### src/rtl/dot_pkg.sv
// Shared encodings for the dot-matrix animation sequencer and its renderer.
package dot_pkg;

    localparam logic [1:0] FRAME_TURN   = 2'd0;
    localparam logic [1:0] FRAME_WINNER = 2'd1;
    localparam logic [1:0] FRAME_BANNER = 2'd2;
    localparam logic [1:0] FRAME_BLANK  = 2'd3;

    localparam logic [1:0] GAME_PLAY = 2'b00;
    localparam logic [1:0] GAME_OWIN = 2'b01;
    localparam logic [1:0] GAME_XWIN = 2'b10;
    localparam logic [1:0] GAME_BAD  = 2'b11;

    typedef enum logic [1:0] {
        ST_TURN,
        ST_HOLD,
        ST_SCROLL,
        ST_ERR
    } dot_state_t;

endpackage

### src/rtl/dot_anim_sequencer_if.sv
// Game-state inputs and renderer controls exchanged with the animation sequencer.
interface dot_anim_sequencer_if #(
    parameter int unsigned OFS_W = 6
);
    logic             whosTurn;
    logic [1:0]       gameend;
    logic             freeze;
    logic [1:0]       frame_sel;
    logic             winner;
    logic             turn_x;
    logic             blank;
    logic [OFS_W-1:0] scroll_ofs;
    logic             loop_done;

    modport master (
        output whosTurn, gameend, freeze,
        input  frame_sel, winner, turn_x, blank, scroll_ofs, loop_done
    );

    modport slave (
        input  whosTurn, gameend, freeze,
        output frame_sel, winner, turn_x, blank, scroll_ofs, loop_done
    );
endinterface

### src/rtl/dot_blink_gen.sv
// On/off duty counter: dark_nxt is the blink level after the coming edge,
// so callers can register it alongside their other outputs.
module dot_blink_gen #(
    parameter int unsigned ON_TICKS  = 1,
    parameter int unsigned OFF_TICKS = 1
) (
    input  logic clk,
    input  logic reset,
    input  logic clr,
    input  logic en,
    output logic dark_nxt
);
    localparam int unsigned PERIOD = ON_TICKS + OFF_TICKS;
    localparam int unsigned CW     = (PERIOD > 1) ? $clog2(PERIOD) : 1;
    localparam logic [CW-1:0] LAST = CW'(PERIOD - 1);
    localparam logic [CW-1:0] ON_V = CW'(ON_TICKS);

    logic [CW-1:0] cnt_q;
    logic [CW-1:0] cnt_d;

    always_comb begin
        cnt_d = cnt_q;
        if (clr) begin
            cnt_d = '0;
        end else if (en) begin
            cnt_d = (cnt_q == LAST) ? '0 : cnt_q + 1'b1;
        end
        dark_nxt = (cnt_d >= ON_V);
    end

    always_ff @(posedge clk or negedge reset) begin
        if (!reset) begin
            cnt_q <= '0;
        end else begin
            cnt_q <= cnt_d;
        end
    end
endmodule

### src/rtl/dot_anim_sequencer.sv
// 2 Hz sequencer choosing turn/winner/banner frames, blink and banner scroll
// offset for the dot-matrix renderer.
module dot_anim_sequencer
    import dot_pkg::*;
#(
    parameter int unsigned NUM_PANELS = 2,
    parameter int unsigned MSG_COLS   = 32,
    parameter int unsigned BLINK_ON   = 1,
    parameter int unsigned BLINK_OFF  = 1,
    parameter int unsigned HOLD_TICKS = 4
) (
    input  logic                 clk_2Hz,
    input  logic                 reset,
    dot_anim_sequencer_if.slave  bus
);
    localparam int unsigned OFS_W      = $clog2(MSG_COLS + 1);
    localparam int unsigned SCROLL_MAX = MSG_COLS - 8 * NUM_PANELS;
    localparam int unsigned HOLD_W     = (HOLD_TICKS > 1) ? $clog2(HOLD_TICKS) : 1;
    localparam logic [OFS_W-1:0]  SCROLL_MAX_V = OFS_W'(SCROLL_MAX);
    localparam logic [HOLD_W-1:0] HOLD_LAST    = HOLD_W'(HOLD_TICKS - 1);

    if (MSG_COLS < 8 * NUM_PANELS) begin : g_bad_cols
        $error("dot_anim_sequencer: MSG_COLS must be >= 8*NUM_PANELS");
    end
    if (BLINK_ON < 1 || BLINK_OFF < 1 || HOLD_TICKS < 1) begin : g_bad_ticks
        $error("dot_anim_sequencer: BLINK_ON, BLINK_OFF and HOLD_TICKS must be >= 1");
    end

    dot_state_t        state_q, state_d;
    logic [HOLD_W-1:0] hold_q, hold_d;
    logic [OFS_W-1:0]  ofs_q, ofs_d;
    logic              winner_q, winner_d;
    logic              turn_x_q, turn_x_d;
    logic              blank_q, blank_d;
    logic              loop_done_q, loop_done_d;
    logic [1:0]        frame_q, frame_d;
    logic              hold_start;
    logic              blink_clr, blink_en, blink_dark;

    always_comb begin
        state_d     = state_q;
        hold_d      = hold_q;
        ofs_d       = ofs_q;
        winner_d    = winner_q;
        turn_x_d    = turn_x_q;
        loop_done_d = 1'b0;
        hold_start  = 1'b0;
        if (!bus.freeze) begin
            case (bus.gameend)
                GAME_BAD:  state_d = ST_ERR;
                GAME_PLAY: state_d = ST_TURN;
                default: begin
                    if (state_q == ST_TURN || state_q == ST_ERR || bus.gameend[1] != winner_q) begin
                        hold_start = 1'b1;
                    end else if (state_q == ST_HOLD) begin
                        if (hold_q == HOLD_LAST) begin
                            state_d = ST_SCROLL;
                        end else begin
                            hold_d = hold_q + 1'b1;
                        end
                    end else if (ofs_q == SCROLL_MAX_V) begin
                        hold_start = 1'b1;
                    end else begin
                        ofs_d = ofs_q + 1'b1;
                    end
                end
            endcase
            if (hold_start) begin
                state_d  = ST_HOLD;
                winner_d = bus.gameend[1];
                hold_d   = '0;
            end
            // Counters only live in their own phase; clearing them here
            // covers every exit path at once.
            if (state_d != ST_SCROLL || state_q != ST_SCROLL) ofs_d = '0;
            if (state_d != ST_HOLD) hold_d = '0;
            if (state_d == ST_TURN) turn_x_d = bus.whosTurn;
            loop_done_d = (state_d == ST_SCROLL) && (ofs_d == SCROLL_MAX_V);
        end
    end

    assign blink_clr = !bus.freeze && (state_d != ST_HOLD || hold_start);
    assign blink_en  = !bus.freeze && (state_d == ST_HOLD) && !hold_start;

    dot_blink_gen #(
        .ON_TICKS  (BLINK_ON),
        .OFF_TICKS (BLINK_OFF)
    ) u_blink (
        .clk      (clk_2Hz),
        .reset    (reset),
        .clr      (blink_clr),
        .en       (blink_en),
        .dark_nxt (blink_dark)
    );

    always_comb begin
        frame_d = FRAME_TURN;
        blank_d = 1'b0;
        case (state_d)
            ST_TURN:   frame_d = FRAME_TURN;
            ST_HOLD:   begin frame_d = FRAME_WINNER; blank_d = blink_dark; end
            ST_SCROLL: frame_d = FRAME_BANNER;
            ST_ERR:    begin frame_d = FRAME_BLANK; blank_d = 1'b1; end
            default:   frame_d = FRAME_TURN;
        endcase
    end

    always_ff @(posedge clk_2Hz or negedge reset) begin
        if (!reset) begin
            state_q     <= ST_TURN;
            hold_q      <= '0;
            ofs_q       <= '0;
            winner_q    <= 1'b0;
            turn_x_q    <= 1'b0;
            blank_q     <= 1'b0;
            loop_done_q <= 1'b0;
            frame_q     <= FRAME_TURN;
        end else begin
            state_q     <= state_d;
            hold_q      <= hold_d;
            ofs_q       <= ofs_d;
            winner_q    <= winner_d;
            turn_x_q    <= turn_x_d;
            blank_q     <= blank_d;
            loop_done_q <= loop_done_d;
            frame_q     <= frame_d;
        end
    end

    assign bus.frame_sel  = frame_q;
    assign bus.winner     = winner_q;
    assign bus.turn_x     = turn_x_q;
    assign bus.blank      = blank_q;
    assign bus.scroll_ofs = ofs_q;
    assign bus.loop_done  = loop_done_q;
endmodule

### src/flat_wrapper.sv
// flat-port wrapper written by rule: the top's interface ports become plain ports
module dot_anim_sequencer_flat import dot_pkg::*;
#(
    parameter int unsigned NUM_PANELS = 2,
    parameter int unsigned MSG_COLS   = 32,
    parameter int unsigned BLINK_ON   = 1,
    parameter int unsigned BLINK_OFF  = 1,
    parameter int unsigned HOLD_TICKS = 4
)
  (clk_2Hz, reset, bus_whosTurn, bus_gameend, bus_freeze, bus_frame_sel, bus_winner, bus_turn_x, bus_blank, bus_scroll_ofs, bus_loop_done);
  dot_anim_sequencer_if #(.OFS_W(6)) bus_i ();
  input  logic clk_2Hz;
  input  logic reset;
  input wire logic [$bits(bus_i.whosTurn)-1:0] bus_whosTurn;
  input wire logic [$bits(bus_i.gameend)-1:0] bus_gameend;
  input wire logic [$bits(bus_i.freeze)-1:0] bus_freeze;
  output wire logic [$bits(bus_i.frame_sel)-1:0] bus_frame_sel;
  output wire logic [$bits(bus_i.winner)-1:0] bus_winner;
  output wire logic [$bits(bus_i.turn_x)-1:0] bus_turn_x;
  output wire logic [$bits(bus_i.blank)-1:0] bus_blank;
  output wire logic [$bits(bus_i.scroll_ofs)-1:0] bus_scroll_ofs;
  output wire logic [$bits(bus_i.loop_done)-1:0] bus_loop_done;
  assign bus_i.whosTurn = bus_whosTurn;
  assign bus_i.gameend = bus_gameend;
  assign bus_i.freeze = bus_freeze;
  assign bus_frame_sel = bus_i.frame_sel;
  assign bus_winner = bus_i.winner;
  assign bus_turn_x = bus_i.turn_x;
  assign bus_blank = bus_i.blank;
  assign bus_scroll_ofs = bus_i.scroll_ofs;
  assign bus_loop_done = bus_i.loop_done;
  dot_anim_sequencer #(.NUM_PANELS(NUM_PANELS), .MSG_COLS(MSG_COLS), .BLINK_ON(BLINK_ON), .BLINK_OFF(BLINK_OFF), .HOLD_TICKS(HOLD_TICKS)) u_core (.clk_2Hz(clk_2Hz), .reset(reset), .bus(bus_i));
endmodule
### config.mk
export PLATFORM = sky130hd
export DESIGN_NAME = dot_anim_sequencer_flat
export DESIGN_NICKNAME = d
export VERILOG_FILES = /design/src/rtl/dot_pkg.sv /design/src/rtl/dot_anim_sequencer_if.sv /design/src/rtl/dot_blink_gen.sv /design/src/rtl/dot_anim_sequencer.sv /design/src/flat_wrapper.sv
export SDC_FILE = /design/constraint.sdc
export NUM_CORES = 1
export LEC_CHECK = 0
export ABC_CLOCK_PERIOD_IN_PS = 6400
export BUFFER_PORTS_ARGS = -buffer_cell sky130_fd_sc_hd__buf_2
export CORE_ASPECT_RATIO = 0.9
export CORE_MARGIN = 8
export CORE_UTILIZATION = 46
export CTS_BUF_LIST = sky130_fd_sc_hd__clkbuf_8
export CTS_CLUSTER_SIZE = 40
export DETAILED_ROUTE_END_ITERATION = 10
export PLACE_DENSITY = 0.65
export SLEW_MARGIN = 20
export SYNTH_ARGS = -nofsm -noshare
export SYNTH_HDL_FRONTEND = slang
export SYNTH_SLANG_ARGS = --single-unit
### constraint.sdc
create_clock -name clk_2Hz -period 6.4 [get_ports clk_2Hz]
set_input_delay 0.64 -clock clk_2Hz [delete_from_list [all_inputs] [get_ports clk_2Hz]]
set_output_delay 0.64 -clock clk_2Hz [all_outputs]
set_load 0.005 [all_outputs]
# Word level (Yosys, flattened, before mapping)
# Index checks and enable logic that the tools add are counted.
# word_totals
reg_bits,17
out_inout_bits,12
wordCells,82
# classes
add_sub_neg,3
order_cmp,1
eq_ne,18
n_mux,31
bitwise_logic,1
reduce_logical,19
# op_table
cell,count
$mux 6,6
$mux 2,12
$eq 2x2->1 const B,6
$eq 6x5->1 const B,2
$mux 1,10
$logic_not 2->1,4
$pmux 2 s4,1
$add 6x1->6 const B,1
$ne 3x3->1 const B,2
$reduce_and 5->1,1
$eq 2x1->1 const B,2
$logic_and 1x1->1,4
$logic_or 1x1->1,4
$ne 2x1->1 const B,2
$ne 2x2->1 const B,2
$pmux 2 s2,1
$reduce_and 2->1,2
$ne 3x1->1 const B,1
$reduce_bool 3->1,1
$add 2x1->2 const B,1
$logic_not 1->1,2
$pmux 1 s2,1
$reduce_or 2->1,1
$add 1x1->1 const B,1
3 further kinds,3

# Logic depth before layout (Yosys ltp)
# Gate-level depths: netlist of the first run.
# logic_depth
word_depth,16
mapped_depth,8
mapped_depth_nobuf,7

# Hierarchy
# From an unflattened synthesis of the first run, not the netlist that was laid out.
# hier_totals
hier_cells,102
hier_area_um2,1081.0
# modules_own_cells
mod,n_inst,cells_each,area_each_um2
dot_anim_sequencer,1,99,1043.5
dot_blink_gen,1,3,37.5

# Worst setup path before layout of the first run
# Ideal clock, no wire load.
# synth_timing
path_type,input to register
startpoint,input port bus_gameend[0]
endpoint,register u_core.hold_q[1]
arrival_ns,2.164
slack_ns,4.153
stages,6
path_buffers,0
cell_sequence,ha_1 -> nor2b_1 -> nand2_1 -> or4_1 -> or3_1 -> o22ai_1
# synth_between
elab_chain_cells,9
elab_cells_between_ends,16
cone_classes,eq/ne (5); mux (7); reduce/logical (4)
# synth_rtl
element,line_no,text
"start, declared",flat_wrapper.sv:15,input wire logic [$bits(bus_i.gameend)-1:0] bus_gameend;
$eq 2x2->1 / $logic_not 2->1 (equally long branches),dot_anim_sequencer.sv:49,case (bus.gameend)
$reduce_or 2->1 (no line),n/a,
$mux 1,dot_anim_sequencer.sv:49,
$mux 1,dot_anim_sequencer.sv:48,if (!bus.freeze) begin
$mux 2,dot_anim_sequencer.sv:68,if (hold_start) begin
$mux 2,dot_anim_sequencer.sv:48,
$ne 2x1->1,dot_anim_sequencer.sv:76,if (state_d != ST_HOLD) hold_d = '0;
"$ne 3x3->1 (no line), or another cell as far along",n/a,
$reduce_and 5->1 (no line),n/a,
"end signal, assigned",dot_anim_sequencer.sv:120,hold_q <= hold_d;
"end, declared",dot_anim_sequencer.sv:30,"logic [HOLD_W-1:0] hold_q, hold_d;"
# Parallel ways exist; a longest one is shown, timed or not. The select of a mux whose other input is x is not followed.
# A chain may end at the register's enable or synchronous reset.

# Final worst setup path of the first run
# layout_timing
startpoint,input port bus_gameend[1]
endpoint,register u_core.ofs_q[0] (netlist: u_core.bus.scroll_ofs[0])
# layout_between
elab_chain_cells,11
elab_cells_between_ends,18
cone_classes,eq/ne (3); mux (11); reduce/logical (4)
# layout_rtl
element,line_no,text
$ne 1x1->1,dot_anim_sequencer.sv:53,if (state_q == ST_TURN || state_q == ST_ERR || bus.gameend[1] != winner_q) begin
$logic_or 1x1->1,dot_anim_sequencer.sv:53,
$mux 1,dot_anim_sequencer.sv:53,
$mux 1,dot_anim_sequencer.sv:49,
$mux 1,dot_anim_sequencer.sv:48,
$mux 2,dot_anim_sequencer.sv:68,
$mux 2,dot_anim_sequencer.sv:48,
$ne 2x2->1,dot_anim_sequencer.sv:75,if (state_d != ST_SCROLL || state_q != ST_SCROLL) ofs_d = '0;
$logic_or 1x1->1,dot_anim_sequencer.sv:75,
$mux 6 *,dot_anim_sequencer.sv:75,
$mux 6 *,dot_anim_sequencer.sv:48,
"end signal, assigned",dot_anim_sequencer.sv:121,ofs_q <= ofs_d;
"end, declared",dot_anim_sequencer.sv:31,"logic [OFS_W-1:0] ofs_q, ofs_d;"
# Mark *: on every way between the ends. The rest lies on a longest branch, timed or not. The select of a mux whose other input is x is not followed.

==> out/results.txt, run 1 <==
Final instance area: 1170 um2
Layout cells sized above 1: 0.180
Placer Congestion: 0.926
First-pass GRT wire length: 4070 um
Number of synthesized flops with an enable pin: 0
Vias per cell: 5.74
Post-DRT Antenna Nets: 0
Initial antenna violation count: 0
Die height: 60.6 um
Clk sink count: 15
Avg WL per Cell: 14.6 um
Synth Flop Type: dfrtp_1
Worst Path Class, Setup: input pin to register
Clock buffer depth: 2
Cell chosen for the clock root: clkbuf_8
Final Core Density: 0.544
Post-Syn Instances: 116
Crit share post-route: 0.391
RR Endpoint: u_core.bus.scroll_ofs[0]
Synth Cell Area: 1020 um2
Slowest stage cell on the critical path: nor3_1
Fin Setup TNS: 0 ns
Required time worst endpoint: 6.57 ns
Vias in the first global route: 891
Status: completed
Avg Synthesized Cell Area: 8.76 um2
Area grow syn2layout: 14.8%
Max-slew headroom: 0.553
Crit path largest cell delay: 0.57 ns
Dominant cells by area after synthesis: dfrtp_1 37%, ha_1 7.4%, a21oi_1 3.9%
Fmax: 400 MHz
# nets final: 146
Sequential share of the synthesized area: 0.369
Unrepaired setup endpoints after global routing: false
Max-cap violations: 0
Total iterations of the first detailed-routing run: 4
Placed cell areas: 1120 um2
Delay-heaviest family, CP: simple AND/OR/NAND/NOR gates
Slew Limit Fails: 0
Fin. Hold Viols: 0
Final setup violation count: 0
Pin count of the biggest net entering global routing: 18
Fin Hold WS: 0.291 ns
H-tree depth: 1
Port bufs: 17
Synth area leader: dfrtp_1
R2r startpoint: u_core.state_q[0]
Crit path capture: u_core.bus.scroll_ofs[0]
Total GRT Usage: 0.129
Clk_skew: 0.000904 ns
Register-to-register setup slack: 3.94 ns
Fill cell count: 189
Cts hold-fix bufs: 0
Crit path DAT: 2.67 ns
Pwr Total: 245 uW
Critical Path Stages: 7
Antenna fix cells: 0
DR iter-0 viols: 48
Setup Buffers After CTS: 0
Power Density: 210 nW/um2
HPWL after DPL: 1780 um
Total CTS buffers: 3
Yosys reg bits: 15
Initial Util: 0.474
TritonCTS clock tree: yes
Asr flop ratio synth: 1.00
Pleak: 0.000572 uW
Cell chain of the critical path: buf_2 -> ha_1 -> inv_1 -> nor3_1 -> nand4_1 -> or3_1 -> mux2i_1
Crit end category: register
Max IR drop VDD: 222 uV
Std-Cell Core Area: 2140 um2
Buf/Inv on CP: 2
GR Overflow Total: 0
Fin crit period: 2.50 ns
Worst slew pin tran: 0.666 ns
Wirelength, routed: 2340 um
Row cnt: 16
Ys Warns: 0
Largest fanout on the critical path: 6
Clk pin slew, worst setup/hold paths: 0.06 ns
Synthesized net count: 128
Residual DRC: 0
Crit path from: bus_gameend[1]
Startpoint Class: input pin
Routed via count: 919
Worst min path class: input pin to asynchronous set/reset pin
Worst reg-to-reg path cell count: 6
Die width: 65.5 um
Post-cts resize count: 0
Worst-skew pair later-pin latency: 0.25 ns
Cell variety after synth: 36
IO Pins: 18
Share of the synthesized area in the top cell type: 0.369
Die ar.: 3970 um2
cell usage in the layout (no fill, tap or decap), drive strengths merged, types with 5 or more instances in the layout:
cell type / netlist / routed
nor2: 6 / 6
a21oi: 8 / 8
nor3: 6 / 6
ha: 6 / 6
or3: 5 / 5
nand2: 9 / 9
inv: 10 / 10
buf: 0 / 17
dfrtp: 15 / 15
how the worst min path moves through the flow:
stage | start | endpoint | cells after the start
after CTS | reset | u_core.bus.scroll_ofs[5] | 1
after global routing | reset | u_core.bus.scroll_ofs[2] | 1
after detailed placement | u_core.hold_q[0] | u_core.hold_q[0] | 1
after floorplan | reset | u_core.bus.blank | 0
final | reset | u_core.bus.scroll_ofs[4] | 1
after global placement | u_core.hold_q[0] | u_core.hold_q[0] | 1
registers in the layout (all words and copies together), names as in the netlist:
register	count
u_core.bus.scroll_ofs	6
u_core.state_q	1
u_core.bus.blank	1
u_core.bus.turn_x	1
u_core.bus.winner	1
u_core.bus.frame_sel	1
u_core.u_blink.cnt_q	1
u_core.hold_q	2
u_core.bus.loop_done	1
stage by stage:
step	instances	worst slack, ns
floorplan	116	4.15
global placement	156	3.85
detailed placement	156	3.67
CTS	160	3.92
global route	160	3.76
finish	160	3.90
cell usage after synthesis (2+ instances only):
master / number
o21ai_0: 4
mux2_2: 2
mux2i_1: 2
ha_1: 6
inv_1: 10
dfrtp_1: 15
a21o_1: 2
clkbuf_1: 4
nand2_1: 9
a21oi_1: 8
nand2b_1: 3
a211oi_1: 3
a31oi_1: 2
or3_1: 5
o22ai_1: 3
xor2_1: 4
nor4_1: 2
nor3_1: 6
nor2_1: 6
o31ai_1: 4
where the power goes:
group / switching, uW / leakage, uW / internal [uW]
clock network: 34.1 / 0.0000255 / 43.1
registers: 6.77 / 0.000197 / 103
logic: 35.2 / 0.000349 / 23.5
total: 76.1 / 0.000572 / 169
cell type report:
type                    instances  area, um2  share of cell area
multi-input cells              87        588               0.504
clock inverters                 1       5.00             0.00429
repair buffers                 17       85.1              0.0730
flip-flops and latches         15        375               0.322
well taps                      27       33.8              0.0290
inverters                      10       37.5              0.0322
clock buffers                   3       41.3              0.0354
routing by layer:
layer  part of all wire  global-route usage  wire length (um)
met5                  0                   0                 0
met4                  0              0.0186                 0
met3              0.075              0.0498               176
met2               0.44               0.203              1040
met1               0.48               0.168              1130
kinds of logic (layout without fill, tap and decap cells):
kind of cell | count (synthesis) | after routing | share of synthesized area
flops | 15 | 15 | 0.369
fa+ha+maj | 6 | 6 | 0.0739
mux | 4 | 4 | 0.0419
simple gates | 42 | 42 | 0.230
xor+xnor | 5 | 5 | 0.0431
buf+inv | 14 | 31 | 0.0517
compound gates | 30 | 30 | 0.190
Power figures use the tool's default switching activity.
==> run 2: changes to the inputs <==
--- a/config.mk
+++ b/config.mk
@@ -5,7 +5,7 @@
 export SDC_FILE = /design/constraint.sdc
 export NUM_CORES = 1
 export LEC_CHECK = 0
-export ABC_CLOCK_PERIOD_IN_PS = 6400
+export ABC_CLOCK_PERIOD_IN_PS = 2590
 export BUFFER_PORTS_ARGS = -buffer_cell sky130_fd_sc_hd__buf_2
 export CORE_ASPECT_RATIO = 0.9
 export CORE_MARGIN = 8
==> constraint.sdc (replaced) <==
create_clock -name clk_2Hz -period 2.59 [get_ports clk_2Hz]
set_input_delay 0.259 -clock clk_2Hz [delete_from_list [all_inputs] [get_ports clk_2Hz]]
set_output_delay 0.259 -clock clk_2Hz [all_outputs]
set_load 0.005 [all_outputs]
==> out/results.txt, run 2 (same netlist as run 1, synthesis figures left out) <==
HPWL after DPL: 1810 um (+1.4%)
Clk_skew: 0.00499 ns (+0.00409 ns)
Fin. Hold Viols: 0 (unchanged)
Clock buffer depth: 2 (unchanged)
IO Pins: 18 (unchanged)
Worst slew pin tran: 0.498 ns (-0.168 ns)
Max IR drop VDD: 265 uV (+20%)
Startpoint Class: register
Die ar.: 3970 um2 (unchanged)
Worst Path Class, Setup: register to register
Total GRT Usage: 0.128 (-0.00160)
Placer Congestion: 0.818 (-12%)
Post-cts resize count: 0 (unchanged)
Antenna fix cells: 0 (unchanged)
Switching share of power: 0.307 (-0.00301)
Crit path largest cell delay: 0.52 ns (-0.05 ns)
Pleak: 0.000583 uW (+1.9%)
TritonCTS clock tree: yes
Hold Crit Start: bus_whosTurn
Clock share of power: 0.306 (-0.009)
P_int: 420 uW (+150%)
Die width: 65.5 um (unchanged)
Crit share post-route: 0.922
Clk pin slew, worst setup/hold paths: 0.06 ns (about the same)
Port bufs: 17 (unchanged)
Worst reg-to-reg path cell count: 7 (+1)
H-tree depth: 1 (unchanged)
Commonest non-fill, non-tap cell in the layout: buf_2
Power Density: 513 nW/um2 (+140%)
Vias per cell: 5.84 (+1.7%)
Crit path DAT: 2.55 ns (-0.12 ns)
Register-to-register setup slack: 0.20 ns (-3.74 ns)
Worst-skew pair later-pin latency: 0.25 ns (about the same)
Initial antenna violation count: 0 (unchanged)
Std-Cell Core Area: 2140 um2 (unchanged)
Fin Hold WS: 0.238 ns (-0.0526 ns)
Flop pwr share: 0.447 (about the same)
Fin Setup TNS: 0 ns (unchanged)
Row cnt: 16 (unchanged)
Pin count of the biggest net entering global routing: 18 (unchanged)
Fill cell count: 198 (+4.8%)
Cell chain of the critical path: inv_1 -> ha_1 -> nor2b_1 -> nand2_1 -> or4_1 -> or3_1 -> o22ai_1
Required time worst endpoint: 2.76 ns (-3.81 ns)
Max reg flops: 6 (unchanged)
Status: completed
Worst hold stages: 2
R2r startpoint: u_core.state_q[0]
# nets final: 148 (+1.4%)
Residual DRC: 0 (unchanged)
DR iter-0 viols: 51 (+6.3%)
Crit end category: register
Final setup violation count: 0 (unchanged)
RR Endpoint: u_core.hold_q[1]
First-pass GRT wire length: 4040 um (-0.69%)
Cell chosen for the clock root: clkbuf_8
Die height: 60.6 um (unchanged)
Worst min path class: input pin to register
Area grow syn2layout: 16.4%
Slew Limit Fails: 0 (unchanged)
Layout cells sized above 1: 0.178 (-0.00267)
Hold path endpoint: u_core.bus.turn_x
Max-slew headroom: 0.666 (+0.113)
Initial Util: 0.474 (unchanged)
P_sw: 186 uW (+150%)
Fin crit period: 2.39 ns
Total CTS buffers: 3 (unchanged)
Max-cap violations: 0 (unchanged)
Total iterations of the first detailed-routing run: 4 (unchanged)
Clk sink count: 15 (unchanged)
Routed via count: 946 (+2.9%)
GR Overflow Total: 0 (unchanged)
Fmax: 419 MHz
Slowest stage cell on the critical path: or4_1
Avg WL per Cell: 14.5 um (-0.47%)
Vias in the first global route: 880 (-1.2%)
Post-DRT Antenna Nets: 0 (unchanged)
Largest fanout on the critical path: 7 (+1)
Wirelength, routed: 2360 um (+0.77%)
Unrepaired setup endpoints after global routing: false
Most frequent cells in the layout: 17 x buf_2, 15 x dfrtp_1, 11 x inv_1
Gate power share: 0.247 (+0.008)
-- run 2: worst max-delay path by stage --
stage,cells after the start,endpoint,start
after CTS,7,u_core.hold_q[1],u_core.state_q[0]
after detailed placement,7,u_core.hold_q[1],u_core.state_q[0]
after floorplan,7,u_core.hold_q[1],u_core.state_q[0]
after global routing,7,u_core.hold_q[0],u_core.state_q[0]
final,7,u_core.hold_q[1],u_core.state_q[0]
after global placement,7,u_core.bus.scroll_ofs[1],u_core.bus.frame_sel[1]
-- run 2: metal layers --
layer,vias to the layer above,part of all wire,track usage
li1,460,-,-
met1,444,0.46,0.156
met2,36,0.46,0.209
met3,6,0.068,0.0480
met4,0,0.0081,0.0311
met5,-,0,0
-- run 2: power groups by stage --
stage / combinational, uW / sequential (uW) / clock, uW
after floorplan: 92.6 / 275 / 0
after global placement: 144 / 274 / 0
after detailed placement: 146 / 275 / 0
after CTS: 150 / 271 / 191
after global routing: 167 / 274 / 197
final: 150 / 271 / 186
-- run 2: critical path: cells and delay by family, from the launching register on --
family | cells | cell delay [ns]
simple gates | 4 | 1.24
compound gates | 1 | 0.14
fa+ha+maj | 1 | 0.38
buf+inv | 1 | 0.09
flops | 1 | 0.46
-- run 2: area by class of cell --
class                           instances  area (um2)  area share
Multi-Input combinational cell         87         588       0.497
Sequential cell                        15         375       0.317
Timing Repair Buffer                   19         103      0.0868
Clock buffer                            3        41.3      0.0349
Inverter                               10        37.5      0.0317
Tap cell                               27        33.8      0.0286
Clock inverter                          1        3.75     0.00317
-- run 2: repair_timing --
item	CTS	global route
hold buffers	1	0
endpoints found under the hold margin	15	0
setup buffers	0	0
-- run 2: metrics by stage --
stage / util / worst slack [ns] / instances / total power, uW / area [um2]
2_1_floorplan: - / 0.470 / 116 / 367 / 1020
3_3_place_gp: 0.526 / 0.405 / 157 / 417 / 1130
3_5_place_dp: 0.526 / 0.294 / 157 / 421 / 1130
4_1_cts: 0.552 / 0.242 / 162 / 612 / 1180
5_1_grt: 0.552 / 0.114 / 162 / 638 / 1180
6_report: 0.552 / 0.201 / 162 / 607 / 1180
